<file path="src/rtl/mem_stage_pkg.sv">
// Shared widths, load-mode encodings, MEM stage state encodings and the captured-entry payload.
package mem_stage_pkg;

  localparam int unsigned SINGLE_WORD = 32;
  localparam int unsigned GPR_NUM     = 5;
  localparam int unsigned LOAD_MODE   = 3;

  typedef enum logic [LOAD_MODE-1:0] {
    LM_LW  = 3'd0,
    LM_LB  = 3'd1,
    LM_LBU = 3'd2,
    LM_LH  = 3'd3,
    LM_LHU = 3'd4
  } load_mode_e;

  typedef enum logic [1:0] {
    S_EMPTY   = 2'd0,
    S_WAIT    = 2'd1,
    S_READY   = 2'd2,
    S_DISCARD = 2'd3
  } mem_state_e;

  typedef struct packed {
    logic [GPR_NUM-1:0]     write_num;
    logic [SINGLE_WORD-1:0] vaddr;
    logic [SINGLE_WORD-1:0] reg_data;
    load_mode_e             load_mode;
  } mem_entry_t;

endpackage

</file>
<file path="src/rtl/mem_stage_if.sv">
// Handshake and payload from the delayed-execution stage into the MEM stage.
interface mem_stage_if;
  import mem_stage_pkg::*;

  logic                   REEXE_valid_w_i;
  logic                   MEM_allowin_w_o;
  logic [GPR_NUM-1:0]     REEXE_writeNum_i;
  logic [SINGLE_WORD-1:0] REEXE_VAddr_i;
  logic [SINGLE_WORD-1:0] REEXE_regData_i;
  logic                   REEXE_isLoad_i;
  logic [LOAD_MODE-1:0]   REEXE_loadMode_i;

  modport master (
    output REEXE_valid_w_i, REEXE_writeNum_i, REEXE_VAddr_i,
           REEXE_regData_i, REEXE_isLoad_i, REEXE_loadMode_i,
    input  MEM_allowin_w_o
  );

  modport slave (
    input  REEXE_valid_w_i, REEXE_writeNum_i, REEXE_VAddr_i,
           REEXE_regData_i, REEXE_isLoad_i, REEXE_loadMode_i,
    output MEM_allowin_w_o
  );

endinterface

</file>
<file path="src/rtl/mem_stage_load_align.sv">
// Selects the addressed byte/half-word of a cache read and sign- or zero-extends it.
module load_align
  import mem_stage_pkg::*;
(
  input  logic [SINGLE_WORD-1:0] rdata_i,
  input  logic [1:0]             addr_i,
  input  load_mode_e             loadMode_i,
  output logic [SINGLE_WORD-1:0] aligned_o
);

  logic [7:0]  byte_sel;
  logic [15:0] half_sel;

  assign byte_sel = rdata_i[{addr_i, 3'b000} +: 8];
  assign half_sel = addr_i[1] ? rdata_i[31:16] : rdata_i[15:0];

  always_comb begin
    aligned_o = rdata_i;
    unique case (loadMode_i)
      LM_LB:   aligned_o = {{24{byte_sel[7]}}, byte_sel};
      LM_LBU:  aligned_o = {24'd0, byte_sel};
      LM_LH:   aligned_o = {{16{half_sel[15]}}, half_sel};
      LM_LHU:  aligned_o = {16'd0, half_sel};
      default: aligned_o = rdata_i;
    endcase
  end

endmodule

</file>
<file path="src/rtl/mem_stage.sv">
// MEM pipeline stage: holds one instruction, waits for load data, aligns it and hands the result to WB.
module mem_stage
  import mem_stage_pkg::*;
(
  input  logic                   clk,
  input  logic                   rst,
  mem_stage_if.slave             reexe,
  input  logic                   dc_data_ok_w_i,
  input  logic [SINGLE_WORD-1:0] dc_rdata_w_i,
  input  logic                   WB_allowin_w_i,
  input  logic                   flush_w_i,
  output logic                   MEM_valid_w_o,
  output logic                   MEM_forwardMode_w_o,
  output logic [GPR_NUM-1:0]     MEM_writeNum_w_o,
  output logic [GPR_NUM-1:0]     MEM_writeNum_o,
  output logic [SINGLE_WORD-1:0] MEM_VAddr_o,
  output logic [SINGLE_WORD-1:0] MEM_regData_o
);

  mem_state_e             state_q, state_d;
  mem_entry_t             entry_q, entry_d;
  logic                   allowin;
  logic                   capture;
  logic [SINGLE_WORD-1:0] aligned;

  load_align u_load_align (
    .rdata_i    (dc_rdata_w_i),
    .addr_i     (entry_q.vaddr[1:0]),
    .loadMode_i (entry_q.load_mode),
    .aligned_o  (aligned)
  );

  assign allowin = (state_q == S_EMPTY) || ((state_q == S_READY) && WB_allowin_w_i);
  assign capture = allowin && reexe.REEXE_valid_w_i && !flush_w_i;

  always_ff @(posedge clk) begin
    if (!rst) begin
      state_q <= S_EMPTY;
      entry_q <= '0;
    end else begin
      state_q <= state_d;
      entry_q <= entry_d;
    end
  end

  // Next state and stage registers; flush outranks capture and always clears the destination.
  always_comb begin
    state_d = state_q;
    entry_d = entry_q;
    unique case (state_q)
      S_EMPTY: begin
        if (capture) state_d = reexe.REEXE_isLoad_i ? S_WAIT : S_READY;
      end
      S_WAIT: begin
        if (flush_w_i) begin
          state_d = dc_data_ok_w_i ? S_EMPTY : S_DISCARD;
        end else if (dc_data_ok_w_i) begin
          state_d          = S_READY;
          entry_d.reg_data = aligned;
        end
      end
      S_READY: begin
        if (flush_w_i) begin
          state_d = S_EMPTY;
        end else if (WB_allowin_w_i) begin
          if (capture) state_d = reexe.REEXE_isLoad_i ? S_WAIT : S_READY;
          else         state_d = S_EMPTY;
        end
      end
      S_DISCARD: begin
        if (dc_data_ok_w_i) state_d = S_EMPTY;
      end
      default: state_d = S_EMPTY;
    endcase

    if (capture) begin
      entry_d.write_num = reexe.REEXE_writeNum_i;
      entry_d.vaddr     = reexe.REEXE_VAddr_i;
      entry_d.reg_data  = reexe.REEXE_regData_i;
      entry_d.load_mode = load_mode_e'(reexe.REEXE_loadMode_i);
    end
    if (flush_w_i) entry_d.write_num = '0;
  end

  assign reexe.MEM_allowin_w_o = allowin;
  assign MEM_valid_w_o         = (state_q == S_READY) && WB_allowin_w_i && !flush_w_i;
  assign MEM_forwardMode_w_o   = (state_q == S_READY);
  assign MEM_writeNum_w_o      = ((state_q == S_WAIT) || (state_q == S_READY)) ? entry_q.write_num : '0;
  assign MEM_writeNum_o        = entry_q.write_num;
  assign MEM_VAddr_o           = entry_q.vaddr;
  assign MEM_regData_o         = entry_q.reg_data;

endmodule

</file>
<file path="src/flat_wrapper.sv">
// flat-port wrapper written by rule: the top's interface ports become plain ports
module mem_stage_flat import mem_stage_pkg::*;
  (clk, rst, dc_data_ok_w_i, dc_rdata_w_i, WB_allowin_w_i, flush_w_i, MEM_valid_w_o, MEM_forwardMode_w_o, MEM_writeNum_w_o, MEM_writeNum_o, MEM_VAddr_o, MEM_regData_o, reexe_REEXE_valid_w_i, reexe_REEXE_writeNum_i, reexe_REEXE_VAddr_i, reexe_REEXE_regData_i, reexe_REEXE_isLoad_i, reexe_REEXE_loadMode_i, reexe_MEM_allowin_w_o);
  mem_stage_if reexe_i ();
  input  logic clk;
  input  logic rst;
  input  logic dc_data_ok_w_i;
  input  logic [SINGLE_WORD-1:0] dc_rdata_w_i;
  input  logic WB_allowin_w_i;
  input  logic flush_w_i;
  output logic MEM_valid_w_o;
  output logic MEM_forwardMode_w_o;
  output logic [GPR_NUM-1:0] MEM_writeNum_w_o;
  output logic [GPR_NUM-1:0] MEM_writeNum_o;
  output logic [SINGLE_WORD-1:0] MEM_VAddr_o;
  output logic [SINGLE_WORD-1:0] MEM_regData_o;
  input wire logic [$bits(reexe_i.REEXE_valid_w_i)-1:0] reexe_REEXE_valid_w_i;
  input wire logic [$bits(reexe_i.REEXE_writeNum_i)-1:0] reexe_REEXE_writeNum_i;
  input wire logic [$bits(reexe_i.REEXE_VAddr_i)-1:0] reexe_REEXE_VAddr_i;
  input wire logic [$bits(reexe_i.REEXE_regData_i)-1:0] reexe_REEXE_regData_i;
  input wire logic [$bits(reexe_i.REEXE_isLoad_i)-1:0] reexe_REEXE_isLoad_i;
  input wire logic [$bits(reexe_i.REEXE_loadMode_i)-1:0] reexe_REEXE_loadMode_i;
  output wire logic [$bits(reexe_i.MEM_allowin_w_o)-1:0] reexe_MEM_allowin_w_o;
  assign reexe_i.REEXE_valid_w_i = reexe_REEXE_valid_w_i;
  assign reexe_i.REEXE_writeNum_i = reexe_REEXE_writeNum_i;
  assign reexe_i.REEXE_VAddr_i = reexe_REEXE_VAddr_i;
  assign reexe_i.REEXE_regData_i = reexe_REEXE_regData_i;
  assign reexe_i.REEXE_isLoad_i = reexe_REEXE_isLoad_i;
  assign reexe_i.REEXE_loadMode_i = reexe_REEXE_loadMode_i;
  assign reexe_MEM_allowin_w_o = reexe_i.MEM_allowin_w_o;
  mem_stage u_core (.clk(clk), .rst(rst), .reexe(reexe_i), .dc_data_ok_w_i(dc_data_ok_w_i), .dc_rdata_w_i(dc_rdata_w_i), .WB_allowin_w_i(WB_allowin_w_i), .flush_w_i(flush_w_i), .MEM_valid_w_o(MEM_valid_w_o), .MEM_forwardMode_w_o(MEM_forwardMode_w_o), .MEM_writeNum_w_o(MEM_writeNum_w_o), .MEM_writeNum_o(MEM_writeNum_o), .MEM_VAddr_o(MEM_VAddr_o), .MEM_regData_o(MEM_regData_o));
endmodule
</file>
<file path="config.mk">
export PLATFORM = sky130hd
export DESIGN_NAME = mem_stage_flat
export DESIGN_NICKNAME = d
export VERILOG_FILES = /design/src/rtl/mem_stage_pkg.sv /design/src/rtl/mem_stage_if.sv /design/src/rtl/mem_stage_load_align.sv /design/src/rtl/mem_stage.sv /design/src/flat_wrapper.sv
export SDC_FILE = /design/constraint.sdc
export NUM_CORES = 1
export LEC_CHECK = 0
export ABC_AREA = 1
export BUFFER_PORTS_ARGS = -buffer_cell sky130_fd_sc_hd__buf_2
export CELL_PAD_IN_SITES_DETAIL_PLACEMENT = 0
export CELL_PAD_IN_SITES_GLOBAL_PLACEMENT = 1
export CORE_MARGIN = 5
export CORE_UTILIZATION = 35
export CTS_CLUSTER_DIAMETER = 200
export CTS_CLUSTER_SIZE = 28
export DETAILED_ROUTE_END_ITERATION = 8
export PLACE_DENSITY = 0.92
export SLEW_MARGIN = 30
export SYNTH_ARGS = -nofsm -noshare
export SYNTH_HDL_FRONTEND = slang
export SYNTH_SLANG_ARGS = --single-unit
</file>
<file path="constraint.sdc">
create_clock -name clk -period 2.7 [get_ports clk]
set_input_delay 0.54 -clock clk [delete_from_list [all_inputs] [get_ports clk]]
set_output_delay 0.54 -clock clk [all_outputs]
set_load 0.02 [all_outputs]
</file>
# Word-level counts from Yosys, hierarchy flattened
# Index checks and enable logic that the tools add are counted.
# W data, S select, Z words.
# word_totals
ff_bits	74
latch_bits	0
ramBits	0
rom_bits	0
in_bits	111
output_inout_bits	77
word_cells	49
memories	0
# classes
n_addsub	0
multipliers	0
div_mod_pow	0
magnitude_cmp	0
eq_ne	12
shifts	1
n_mux	17
bitwise	1
n_reduce_logical	13
# ops
operator	count
$pmux W32 S4	1
$mux W32	3
$mux W35	1
$shiftx A32 B6 Y8	1
$mux W2	9
$mux W16	1
$pmux W2 S4	1
$eq A3 B2 Y1 const B	2
$ne A3 B3 Y1 const B	2
$mux W5	1
$eq A2 B2 Y1 const B	2
$logic_and A1 B1 Y1	4
$ne A2 B1 Y1 const B	2
$reduce_and A4 Y1	1
$reduce_bool A2 Y1	2
$eq A3 B1 Y1 const B	1
$eq A3 B3 Y1 const B	1
$reduce_and A3 Y1	1
$eq A2 B1 Y1 const B	1
$logic_not A2 Y1	1
$logic_or A1 B1 Y1	2
$ne A2 B2 Y1 const B	1
$reduce_or A2 Y1	1
$logic_not A1 Y1	1
$not A1 Y1	1

# Logic depth before layout (Yosys ltp)
# Gate-level depths: netlist of run 1.
# depth
depth_word	9
mapped_depth	11

# Hierarchy
# A second synthesis of run 1 with hierarchy kept.
# unflattened
hier_cells	808
hier_area_um2	4979.8
# by_module_without_submodules
module	instances	cells_per_inst	area_each_um2
mem_stage	1	576	3916.3
load_align	1	232	1063.5

# Worst setup path after synthesis of run 1
# OpenSTA, ideal clock, no wires.
# synth_path
path_type	register to register
start	reg u_core.state_q[0]
end	reg u_core.entry_q, in the netlist u_core.MEM_regData_o[13]
setup_ns	0.132
t_arrival_ns	1.713
t_required_ns	2.568
slack_ns	0.855
path_stages_with_launch	12
n_path_buf	2
period_less_slack_ns	1.845
cell_sequence	dfxtp_1 -> inv_1 -> ha_1 -> nand2_1 -> nand2_2 -> nand3_2 -> buf_2 -> buf_6 -> o21ai_0 -> inv_1 -> nand2_1 -> a21oi_1
# synth_between
elab_chain_cells	7
word_cells_on_any_way	12
# synth_rtl
item	line_no	source
start: declaration	mem_stage.sv:20	mem_state_e state_q, state_d;
start signal: assignment	mem_stage.sv:41	state_q <= state_d;
$eq A2 B2 Y1 *	--	
via MEM_forwardMode_w_o	flat_wrapper.sv:12	output logic MEM_forwardMode_w_o;
$logic_and A1 B1 Y1 *	mem_stage.sv:33	assign allowin = (state_q == S_EMPTY) || ((state_q == S_READY) && WB_allowin_w_i);
$logic_or A1 B1 Y1 *	mem_stage.sv:33	
via reexe_MEM_allowin_w_o	flat_wrapper.sv:23	output wire logic [$bits(reexe_i.MEM_allowin_w_o)-1:0] reexe_MEM_allowin_w_o;
$logic_and A1 B1 Y1 * (2 in a row)	mem_stage.sv:34	assign capture = allowin && reexe.REEXE_valid_w_i && !flush_w_i;
$ne A2 B1 Y1 (no source line) or $reduce_bool A2 Y1 (tied branches)	--	
$reduce_and A3 Y1 (no source line)	--	
end signal: assignment	mem_stage.sv:42	entry_q <= entry_d;
end: declaration	mem_stage.sv:21	mem_entry_t entry_q, entry_d;
# Mark *: on every way through the listed nets, which the timed path passes. The rest lies on a longest branch.
# A chain may end at the register's enable or synchronous reset.

# Final worst setup path of run 1
# layout_path
start	reg u_core.state_q[0]
end	reg u_core.entry_q, in the netlist u_core.MEM_regData_o[28]
# layout_between
elab_chain_cells	7
word_cells_on_any_way	12
# layout_rtl
item	line_no
$eq A2 B2 Y1	mem_stage.sv:33
$logic_and A1 B1 Y1	mem_stage.sv:33
$logic_or A1 B1 Y1	mem_stage.sv:33
$logic_and A1 B1 Y1 (2 in a row)	mem_stage.sv:34
$ne A2 B1 Y1 (no source line) or $reduce_bool A2 Y1 (tied branches)	--
$reduce_and A3 Y1 (no source line)	--
# Several ways; a longest one is shown, not always the timed one.

==> impl_metrics.py, run 1 <==
metrics = {
    "pwr": {
        "peakVddDrop_v": 0.0004002,
        "switching_power_mw": 1.943,
        "finalPower_mw": 4.994,
        "p_leak_nw": 2.807,
        "power_frac_clock_pct": 30.7,
        "power.internal_mw": 3.052,
        "power.density_nw_per_um2": 920.3,
        "power_frac_seq_pct": 28.3,
        "pwr-share-comb_pct": 41.1,
        "switching_share_pct": 38.90,
    },
    "sta": {
        "hold_viol": 0,
        "tightest_slew_ps": 568.3,
        "slew_violations": 0,
        "fin_crit_ps": 2293,
        "rsz0062_at_grt": "no",
        "fin_tns_setup_ps": 0,
        "finalSetupViolations": 0,
        "fmax_mhz": 436.2,
        "hold_ws_ps": 445.1,
        "finClkSkew_ps": 7.428,
        "maxSlewHeadroom_pct": 62.11,
        "finalCritPeriodShare_pct": 84.91,
    },
    "worst_setup_path": {
        "worstPathRequired_ps": 2920,
        "cpMostUsedCell": "nand2_2",
        "critical_path_class": "reg2reg",
        "crit_path_top_delay_cell": "buf_4",
        "cp-start-kind": "flop",
        "cp-end-kind": "flop",
        "cp_cell_sequence": "inv_1 > ha_1 > nand2_1 > nand2_2 > nand3_4 > buf_4 > nand2_2 > nor3_1 > nor2_1",
        "path_max_fanout": 57,
        "r2r_setup_slack_ps": 410,
        "cpPeakStageDelay_ps": 470,
        "worstPathArrival_ps": 2510,
    },
    "logic_synthesis": {
        "ys.flop_type": "dfxtp_1",
        "synth_edf_count": 0,
        "ys_seq_area_share_pct": 32.71,
        "synth_top_area_share_pct": 32.71,
        "ys_seq_elements": 74,
        "yosysUniqueCellTypes": 32,
        "synth_warnings": 0,
        "synthTopCellsByArea": "dfxtp_1, nand2_1, buf_4",
        "synth_area_sq_um": 4529,
        "yosysTopAreaCell": "dfxtp_1",
        "syn_area_per_cell_sq_um": 6.651,
        "syn_nets": 797,
        "postSynthCellCount": 681,
        "async_reset_ff_share_pct": 0,
    },
    "cells_and_area": {
        "syn2layout_area_growth_pct": 19.81,
        "n_antenna_cell": 0,
        "drive_above_1_share_pct": 29.19,
        "stdcell_area_sq_um": 5426,
        "fillers": 1442,
        "final_nets": 899,
    },
    "route": {
        "postRouteAntennaNets": 0,
        "routed_wl_mm": 13.68,
        "vias_per_cell": 4.661,
        "dr_total_vias": 4475,
        "dr.pass1.iters": 4,
        "post-route-drc-count": 0,
        "drt-initial-drc-count": 255,
        "wire_per_inst_um": 14.25,
    },
    "floorplanning": {
        "boundaryPins": 188,
        "initial_core_util_pct": 35.75,
        "core_region_area_sq_um": 12670,
        "die_h_um": 123.8,
        "fp.dieArea_sq_um": 15320,
        "die_w_um": 123.8,
        "placementRows": 41,
    },
    "place": {
        "dp_hpwl_mm": 10.31,
        "place_area_sq_um": 5040,
        "gp_congestion": 0.8246,
        "io_buffer_count": 187,
    },
    "flow_run": {
        "cap_violations": 0,
    },
    "clock_network": {
        "cts_resized": 0,
        "cts-buffers-inserted": 9,
        "cts_max_level": 3,
        "clk_pin_slew_worst_paths_ps": 60,
        "postCtsSetupRepairBufs": 0,
        "cts_sinks": 74,
        "cts_max_path_buffers": 2,
        "cts-root-buf": "clkbuf_16",
        "cts_tree": "built",
        "ctsHoldBuffers": 0,
        "clock_latency_ps": 340,
    },
    "global_routing": {
        "overflow": 0,
        "antenna_found_initial": 0,
        "grt_max_degree": 58,
        "grt_pass1_wl_mm": 21.17,
        "grt_pass1_vias": 4335,
        "grtUsageTotal_pct": 17.55,
    },
    "hold_path": {
        "hold_path.class": "in2reg",
    },
    "run_status": {
        "outcome": "finished clean",
    },
}
==> state kept, by name, indices dropped and copies added, names as in the netlist <==
signal and flops:
u_core.MEM_VAddr_o 32, u_core.entry_q 3, u_core.MEM_writeNum_o 5, u_core.state_q 2, u_core.MEM_regData_o 32
==> critical path, delay by kind of cell (launching register included) <==
kind | cells | cell delay [ps]
fa+ha+maj | 1 | 250
buf+inv | 2 | 560
flops | 1 | 370
simple gates | 6 | 950
==> routing by layer <==
metal,up-vias,track usage [%],routed length [um]
met5,-,0,0
met1,2021,22.40,6164
met4,0,4.775,193
met3,11,4.723,727
li1,2319,-,-
met2,124,29.20,6594
==> cell usage after synthesis, types with 3 or more instances <==
master      n
a21oi_1    59
buf_2      19
buf_4      73
buf_6       4
clkbuf_1    9
dfxtp_1    74
ha_1        5
inv_1      57
inv_2       3
nand2_1   214
nand2_2     3
nand2_4     3
nand3_1    33
nand3b_1    3
nand4_1    11
nor2_1     38
nor3_1     14
o21ai_0    28
o221ai_1   18
==> layout make-up <==
class | instances | area [sq um] | area share (%)
Clock buffer | 12 | 266.5 | 4.911
Sequential cell | 74 | 1481 | 27.30
Timing Repair Buffer | 198 | 1018 | 18.77
Tap cell | 172 | 215.2 | 3.966
Multi-Input combinational cell | 439 | 2093 | 38.58
Inverter | 61 | 231.5 | 4.266
Clock inverter | 4 | 120.1 | 2.214
==> stage by stage <==
step           utilization [%]  setup WS, ps  cells
5_1_grt                  42.83         187.2    960
4_1_cts                  42.83         419.5    960
3_3_place_gp             39.77         507.1    944
2_1_floorplan                -         854.5    681
3_5_place_dp             39.77         434.8    944
6_report                 42.83         407.5    960
==> final timing paths <==
path              depth (start not counted)                     from                        to
setup / recovery                          9        u_core.state_q[0]  u_core.MEM_regData_o[28]
hold / removal                            3  reexe_REEXE_VAddr_i[10]    u_core.MEM_VAddr_o[10]
setup reg to reg                          9        u_core.state_q[0]  u_core.MEM_regData_o[28]
hold reg to reg                           2    u_core.MEM_VAddr_o[4]     u_core.MEM_VAddr_o[4]
==> placed cells by master, fill, tap and decap left out <==
master	Yosys	final
nor2_1	38	38
bufinv_16	0	4
inv_4	1	1
nand2_2	3	3
a21oi_1	59	59
o21ai_0	28	28
dfxtp_1	74	74
nand3_1	33	33
a21oi_2	1	1
buf_2	19	187
nor3_1	14	14
nand2_1	214	214
o21bai_1	1	1
clkbuf_8	0	3
o221ai_1	18	18
buf_4	73	11
o21ai_2	1	1
nand4_1	11	11
o211ai_1	1	1
clkbuf_16	0	9
nand2_4	3	3
o21ai_1	1	1
nand3b_1	3	3
nor3b_1	1	1
nand3_4	1	2
inv_1	57	57
inv_2	3	3
ha_1	5	5
o211ai_2	1	1
nor2_8	1	1
==> power groups by stage <==
stage,Combinational [mW],Sequential (mW),Clock [mW]
global route,2.30,1.44,1.61
finish,2.05,1.41,1.53
global placement,2.06,1.43,0
floorplan,1.76,1.42,0
detailed placement,2.06,1.44,0
CTS,2.07,1.41,1.57
==> cells by family (layout without fill, tap and decap cells) <==
| kind of cell | after synthesis | after routing | synth area share, % |
|---|---|---|---|
| buf+inv | 168 | 275 | 21.24 |
| compound gates | 111 | 111 | 14.20 |
| simple gates | 323 | 323 | 30.47 |
| fa+ha+maj | 5 | 5 | 1.381 |
| flops | 74 | 74 | 32.71 |
Note: power is estimated with default switching activity, not from simulation.
==> run 2, diff against run 1 <==
--- a/config.mk
+++ b/config.mk
@@ -5,16 +5,16 @@
 export SDC_FILE = /design/constraint.sdc
 export NUM_CORES = 1
 export LEC_CHECK = 0
-export ABC_AREA = 1
+export ABC_AREA = 0
 export BUFFER_PORTS_ARGS = -buffer_cell sky130_fd_sc_hd__buf_2
 export CELL_PAD_IN_SITES_DETAIL_PLACEMENT = 0
 export CELL_PAD_IN_SITES_GLOBAL_PLACEMENT = 1
 export CORE_MARGIN = 5
-export CORE_UTILIZATION = 35
+export CORE_UTILIZATION = 34
 export CTS_CLUSTER_DIAMETER = 200
 export CTS_CLUSTER_SIZE = 28
 export DETAILED_ROUTE_END_ITERATION = 8
-export PLACE_DENSITY = 0.92
+export PLACE_DENSITY = 0.88
 export SLEW_MARGIN = 30
 export SYNTH_ARGS = -nofsm -noshare
 export SYNTH_HDL_FRONTEND = slang
==> constraint.sdc (replaced) <==
create_clock -name clk -period 2.18 [get_ports clk]
set_input_delay 0.436 -clock clk [delete_from_list [all_inputs] [get_ports clk]]
set_output_delay 0.436 -clock clk [all_outputs]
set_load 0.02 [all_outputs]
==> impl_metrics.py, run 2 <==
metrics = {
    "global_routing": {
        "overflow": 0,
        "grt.busiest_layer": "met2",
        "antenna_found_initial": 3,
        "use_met3_pct": 4.450,
        "grt_pass1_vias": 4196,
        "grt_max_degree": 42,
        "grt_pass1_wl_mm": 21.75,
        "use_met1_pct": 24.86,
        "grtUsageTotal_pct": 18.46,
        "gr-usage-met2_pct": 27.95,
    },
    "logic_synthesis": {
        "synthAdderAreaFrac_pct": 1.417,
        "synth_top_family_by_area": "compound AO/OA/AOI/OAI gates",
        "postSynthCellCount": 557,
        "syn_area_per_cell_sq_um": 7.925,
        "ys.flop_type": "dfxtp_1",
        "synth_warnings": 0,
        "synthXorXnorAreaFrac_pct": 0.5669,
        "synth_compound_gate_area_share_pct": 24.15,
        "synth_area_sq_um": 4414,
        "ys_seq_elements": 74,
        "synthTopCellsByArea": "dfxtp_1, buf_4, a21oi_1",
        "synth_edf_count": 0,
        "ys_top_cells_by_count": "nand2_1, a21oi_1, dfxtp_1",
        "syn_nets": 673,
        "synth_most_common_cell": "nand2_1",
        "yosysTopAreaCell": "dfxtp_1",
        "synth.area.mux_share_pct": 2.551,
        "yosys.area_share.simple_pct": 21.15,
        "synth_top_area_share_pct": 33.56,
        "async_reset_ff_share_pct": 0,
        "yosysUniqueCellTypes": 51,
        "ys_seq_area_share_pct": 33.56,
    },
    "floorplanning": {
        "boundaryPins": 188,
        "fp.dieArea_sq_um": 15360,
        "die_w_um": 123.9,
        "core_region_area_sq_um": 12670,
        "die_h_um": 123.9,
        "initial_core_util_pct": 34.84,
        "placementRows": 41,
    },
    "sta": {
        "fin_tns_setup_ps": 0,
        "finalSetupViolations": 0,
        "tightest_slew_ps": 573.1,
        "hold_viol": 0,
        "fin_crit_ps": 2078,
        "hold_ws_ps": 335.4,
        "finalCritPeriodShare_pct": 95.33,
        "maxSlewHeadroom_pct": 61.79,
        "finClkSkew_ps": 9.948,
        "rsz0062_at_grt": "no",
        "slew_violations": 0,
        "fmax_mhz": 481.2,
    },
    "route": {
        "drt-initial-drc-count": 393,
        "postRouteAntennaNets": 0,
        "post-route-drc-count": 0,
        "dr_total_vias": 4461,
        "wire_per_inst_um": 17.12,
        "vias_per_cell": 5.254,
        "dr.pass1.iters": 5,
        "routed_wl_mm": 14.54,
    },
    "place": {
        "dp.cells": 831,
        "gp_congestion": 0.9158,
        "io_buffer_count": 187,
        "dp_hpwl_mm": 11.15,
    },
    "pwr": {
        "power_frac_clock_pct": 26.3,
        "power.density_nw_per_um2": 1029,
        "p_leak_nw": 2.385,
        "peakVddDrop_v": 0.0003528,
        "power.internal_mw": 3.361,
        "pwr-share-comb_pct": 42.3,
        "power_frac_seq_pct": 31.4,
        "switching_power_mw": 2.183,
        "switching_share_pct": 39.38,
    },
    "cells_and_area": {
        "fillers": 1296,
        "final_nets": 786,
        "seq_area_sq_um": 1481,
        "layout_common_cells": "buf_2, nand2_1, dfxtp_1",
        "syn2layout_area_growth_pct": 22.11,
        "multiInputGateArea_sq_um": 2226,
        "fin_cells": 849,
        "drive_above_1_share_pct": 37.93,
        "final_common_cell": "buf_2",
    },
    "worst_setup_path": {
        "path_max_fanout": 8,
        "cp-end-kind": "primary output",
        "worstPathArrival_ps": 1640,
        "cp-start-kind": "flop",
        "worstPathRequired_ps": 1740,
        "critical_path_class": "reg2out",
        "worstRegToRegCells": 9,
    },
    "clock_network": {
        "cts_sinks": 74,
        "cts_max_path_buffers": 2,
        "clock_latency_ps": 340,
        "ctsHoldBuffers": 0,
        "cts-root-buf": "clkbuf_16",
        "clk_pin_slew_worst_paths_ps": 60,
        "cts_max_level": 3,
        "cts_tree": "built",
        "cts-buffers-inserted": 9,
    },
    "run_status": {
        "outcome": "finished clean",
    },
    "hold_path": {
        "hold_depth": 3,
        "hold_path.class": "in2reg",
    },
    "flow_run": {
        "cap_violations": 0,
    },
}
[run 2: changes by cell type in the layout (fill, tap and decap cells not counted), sizes merged, moves of 7 or more]
| cell | previous run | this run |
|---|---|---|
| a21oi | 60 | 84 |
| a221oi | 0 | 7 |
| inv | 61 | 9 |
| nand4 | 11 | 1 |
| nor4 | 0 | 17 |
| o21ai | 30 | 20 |
| mux2i | 0 | 9 |
| nand3 | 35 | 7 |
| nor2 | 39 | 31 |
| buf | 198 | 209 |
| o221ai | 18 | 2 |
| nand2 | 220 | 91 |
[run 2: final cells by class]
type                            count  area share [%]
Inverter                            9          0.6267
Timing Repair Buffer              209           21.19
Sequential cell                    74           27.48
Tap cell                          172           3.993
Multi-Input combinational cell    367           41.30
Clock buffer                       10           4.248
Antenna cell                        2         0.09285
Clock inverter                      6           1.068
[run 2: timing repair]
action	CTS	global route
endpoints found under the hold margin	0	0
buffers inserted	0	0
resized for setup	0	5
setup endpoints to repair	0	19
[run 2: power by group through the flow]
stage                     Combinational (mW)  Sequential, mW  Clock, mW
after floorplan                         1.83            1.73          0
after global placement                  2.27            1.76          0
after detailed placement                2.32            1.77          0
after CTS                               2.32            1.74       1.49
after global routing                    2.55            1.78       1.56
final                                   2.34            1.74       1.46
[run 2: critical path: stages (launching register included)]
cell,delay [ps]
dfxtp_1,380
inv_1,100
ha_1,260
a21oi_2,190
inv_2,60
buf_4,160
buf_2,160
[run 2: per-stage QoR]
stage | utilization [%] | total power, mW | instance area (sq um) | worst slack, ps
after global placement | 40.06 | 4.028 | 5076 | 131.3
final | 42.54 | 5.544 | 5390 | 101.8
after detailed placement | 40.06 | 4.086 | 5076 | 79.88
after CTS | 42.32 | 5.561 | 5363 | 58.77
after floorplan | - | 3.560 | 4414 | 96.65
after global routing | 42.54 | 5.887 | 5390 | 2.788
[run 2: final timing paths]
path / from / to / slack [ps]
max: u_core.state_q[0] / reexe_MEM_allowin_w_o / 100
min: reexe_REEXE_VAddr_i[15] / u_core.MEM_VAddr_o[15] / 340
max reg2reg: u_core.state_q[0] / u_core.MEM_regData_o[4] / 150
min reg2reg: u_core.MEM_VAddr_o[28] / u_core.MEM_VAddr_o[28] / 450
[run 2: kinds of logic after synthesis]
kind of cell             after synthesis
AO/OA/AOI/OAI                        163
AND/OR/NAND/NOR                      187
XOR/XNOR                               2
flip-flops                            74
buffers and inverters                116
multiplexers                          10
adder cells (fa/ha/maj)                5
[run 2: layer usage]
layer	routed length, um	vias up
li1	-	2137
met4	420	2
met2	6688	207
met1	6213	2084
met5	12	-
met3	1201	31
==> run 3, diff against run 2 <==
--- a/config.mk
+++ b/config.mk
@@ -5,12 +5,12 @@
 export SDC_FILE = /design/constraint.sdc
 export NUM_CORES = 1
 export LEC_CHECK = 0
-export ABC_AREA = 0
+export ABC_AREA = 1
 export BUFFER_PORTS_ARGS = -buffer_cell sky130_fd_sc_hd__buf_2
 export CELL_PAD_IN_SITES_DETAIL_PLACEMENT = 0
 export CELL_PAD_IN_SITES_GLOBAL_PLACEMENT = 1
 export CORE_MARGIN = 5
-export CORE_UTILIZATION = 34
+export CORE_UTILIZATION = 33
 export CTS_CLUSTER_DIAMETER = 200
 export CTS_CLUSTER_SIZE = 28
 export DETAILED_ROUTE_END_ITERATION = 8
==> impl_metrics.py, run 3 (synthesis results as in run 1) <==
metrics = {
    "sta": {
        "slew_violations": 0,
        "finalSetupViolations": 0,
        "maxSlewHeadroom_pct": 62.82,
        "hold_ws_ps": 329.1,
        "rsz0062_at_grt": "no",
        "fin_crit_ps": 1911,
        "finalCritPeriodShare_pct": 87.65,
        "hold_viol": 0,
        "fin_tns_setup_ps": 0,
        "fmax_mhz": 523.3,
        "tightest_slew_ps": 557.1,
        "finClkSkew_ps": 5.814,
    },
    "pwr": {
        "p_leak_nw": 2.775,
        "peakVddDrop_v": 0.0004839,
        "power.density_nw_per_um2": 1087,
        "finalPower_mw": 5.846,
    },
    "cells_and_area": {
        "final_nets": 901,
        "seq_area_sq_um": 1481,
        "syn2layout_area_growth_pct": 18.78,
        "fillers": 1523,
        "final_util_pct": 40.31,
        "layout_common_cells": "nand2_1, buf_2, dfxtp_1",
        "drive_above_1_share_pct": 29.37,
        "multiInputGateArea_sq_um": 2093,
        "n_antenna_cell": 0,
        "final_common_cell": "nand2_1",
    },
    "route": {
        "routed_wl_mm": 13.79,
        "post-route-drc-count": 0,
        "dr.pass1.iters": 5,
        "wire_per_inst_um": 14.27,
        "dr_total_vias": 4502,
        "vias_per_cell": 4.660,
        "postRouteAntennaNets": 0,
        "drt-initial-drc-count": 301,
    },
    "global_routing": {
        "grt_max_degree": 37,
        "overflow": 0,
        "grtUsageTotal_pct": 16.95,
        "grt_pass1_vias": 4295,
        "grt_pass1_wl_mm": 21.93,
        "antenna_found_initial": 1,
    },
    "floorplanning": {
        "core_region_area_sq_um": 13350,
        "die_h_um": 127.2,
        "initial_core_util_pct": 33.93,
        "boundaryPins": 188,
        "placementRows": 42,
        "fp.dieArea_sq_um": 16170,
        "die_w_um": 127.2,
    },
    "hold_path": {
        "whs_endpoint": "u_core.MEM_writeNum_o[4]",
        "hold_depth": 3,
        "hold_path.class": "in2reg",
        "min_from": "reexe_REEXE_writeNum_i[4]",
    },
    "clock_network": {
        "cts_max_path_buffers": 2,
        "cts-buffers-inserted": 9,
        "postCtsSetupRepairBufs": 0,
        "cts_tree": "built",
        "cts_resized": 0,
        "ctsHoldBuffers": 0,
        "cts_max_level": 3,
        "cts-root-buf": "clkbuf_16",
        "clock_latency_ps": 340,
        "clk_pin_slew_worst_paths_ps": 60,
        "cts_sinks": 74,
    },
    "worst_setup_path": {
        "crit_start": "u_core.state_q[0]",
        "r2r_setup_slack_ps": 310,
        "r2r_end": "u_core.MEM_regData_o[28]",
        "cp-start-kind": "flop",
        "worstPathArrival_ps": 1470,
        "worstRegToRegCells": 9,
        "worstReg2RegStart": "u_core.state_q[0]",
        "critical_path_class": "reg2out",
        "path_max_fanout": 5,
        "cp-end-kind": "primary output",
        "worstPathRequired_ps": 1740,
    },
    "run_status": {
        "outcome": "finished clean",
    },
    "place": {
        "dp_hpwl_mm": 10.45,
        "io_buffer_count": 187,
        "gp_congestion": 0.8102,
    },
    "flow_run": {
        "cap_violations": 0,
    },
}
## run 3: cell types whose count changed in the layout (fill, tap and decap cells not counted), moves of 10 or more
cell,before,now
a21oi_1,72,59
a21oi_2,12,1
inv_1,6,57
nand2_1,90,214
nand3_1,7,33
nand4_1,0,11
nor4_2,10,0
o21ai_0,18,28
o221ai_1,2,18
## run 3: per-layer routing
| metal | track usage [%] | vias up | part of all wire, % | wire (um) |
|---|---|---|---|---|
| li1 | - | 2330 | - | - |
| met1 | 22.20 | 2000 | 46 | 6337 |
| met2 | 27.30 | 150 | 46 | 6396 |
| met3 | 3.589 | 20 | 5.6 | 773 |
| met4 | 6.688 | 2 | 1.9 | 267 |
| met5 | 0 | - | 0.094 | 13 |
## run 3: power by group
group | switching, mW | leakage (nW) | internal, mW
sequential | 0.139 | 0.605 | 1.62
clock | 0.640 | 0.145 | 0.906
combinational | 1.69 | 2.03 | 0.849
total | 2.47 | 2.78 | 3.37
## run 3: worst max path at each step
stage / slack [ps] / depth (start not counted) / end
after floorplan: 330 / 11 / u_core.MEM_regData_o[13]
after global placement: 350 / 9 / u_core.MEM_regData_o[23]
after detailed placement: 310 / 9 / u_core.MEM_regData_o[27]
after CTS: 250 / 5 / MEM_writeNum_w_o[1]
after global routing: 80 / 9 / u_core.MEM_regData_o[28]
final: 270 / 5 / MEM_writeNum_w_o[3]
## run 3: final cells by class
type                    instances  area share, %
well taps                     176          4.093
multi-input cells             439          38.91
clock buffers                   9          4.186
inverters                      61          4.302
repair buffers                200          19.44
clock inverters                 7          1.535
flip-flops and latches         74          27.53
## run 3: critical path: stages (launching register included)
cell and delay [ps]:
dfxtp_1 380, inv_1 100, ha_1 380, nand2_1 80, inv_1 50, buf_2 150
## run 3: metrics by stage
step                      std cells  worst slack [ps]  instance area [sq um]
after floorplan                 681             334.5                   4529
after detailed placement        950             306.9                   5072
after global placement          950             348.7                   5072
after CTS                       966             247.7                   5380
final                           966             269.2                   5380
after global routing            966             77.56                   5380
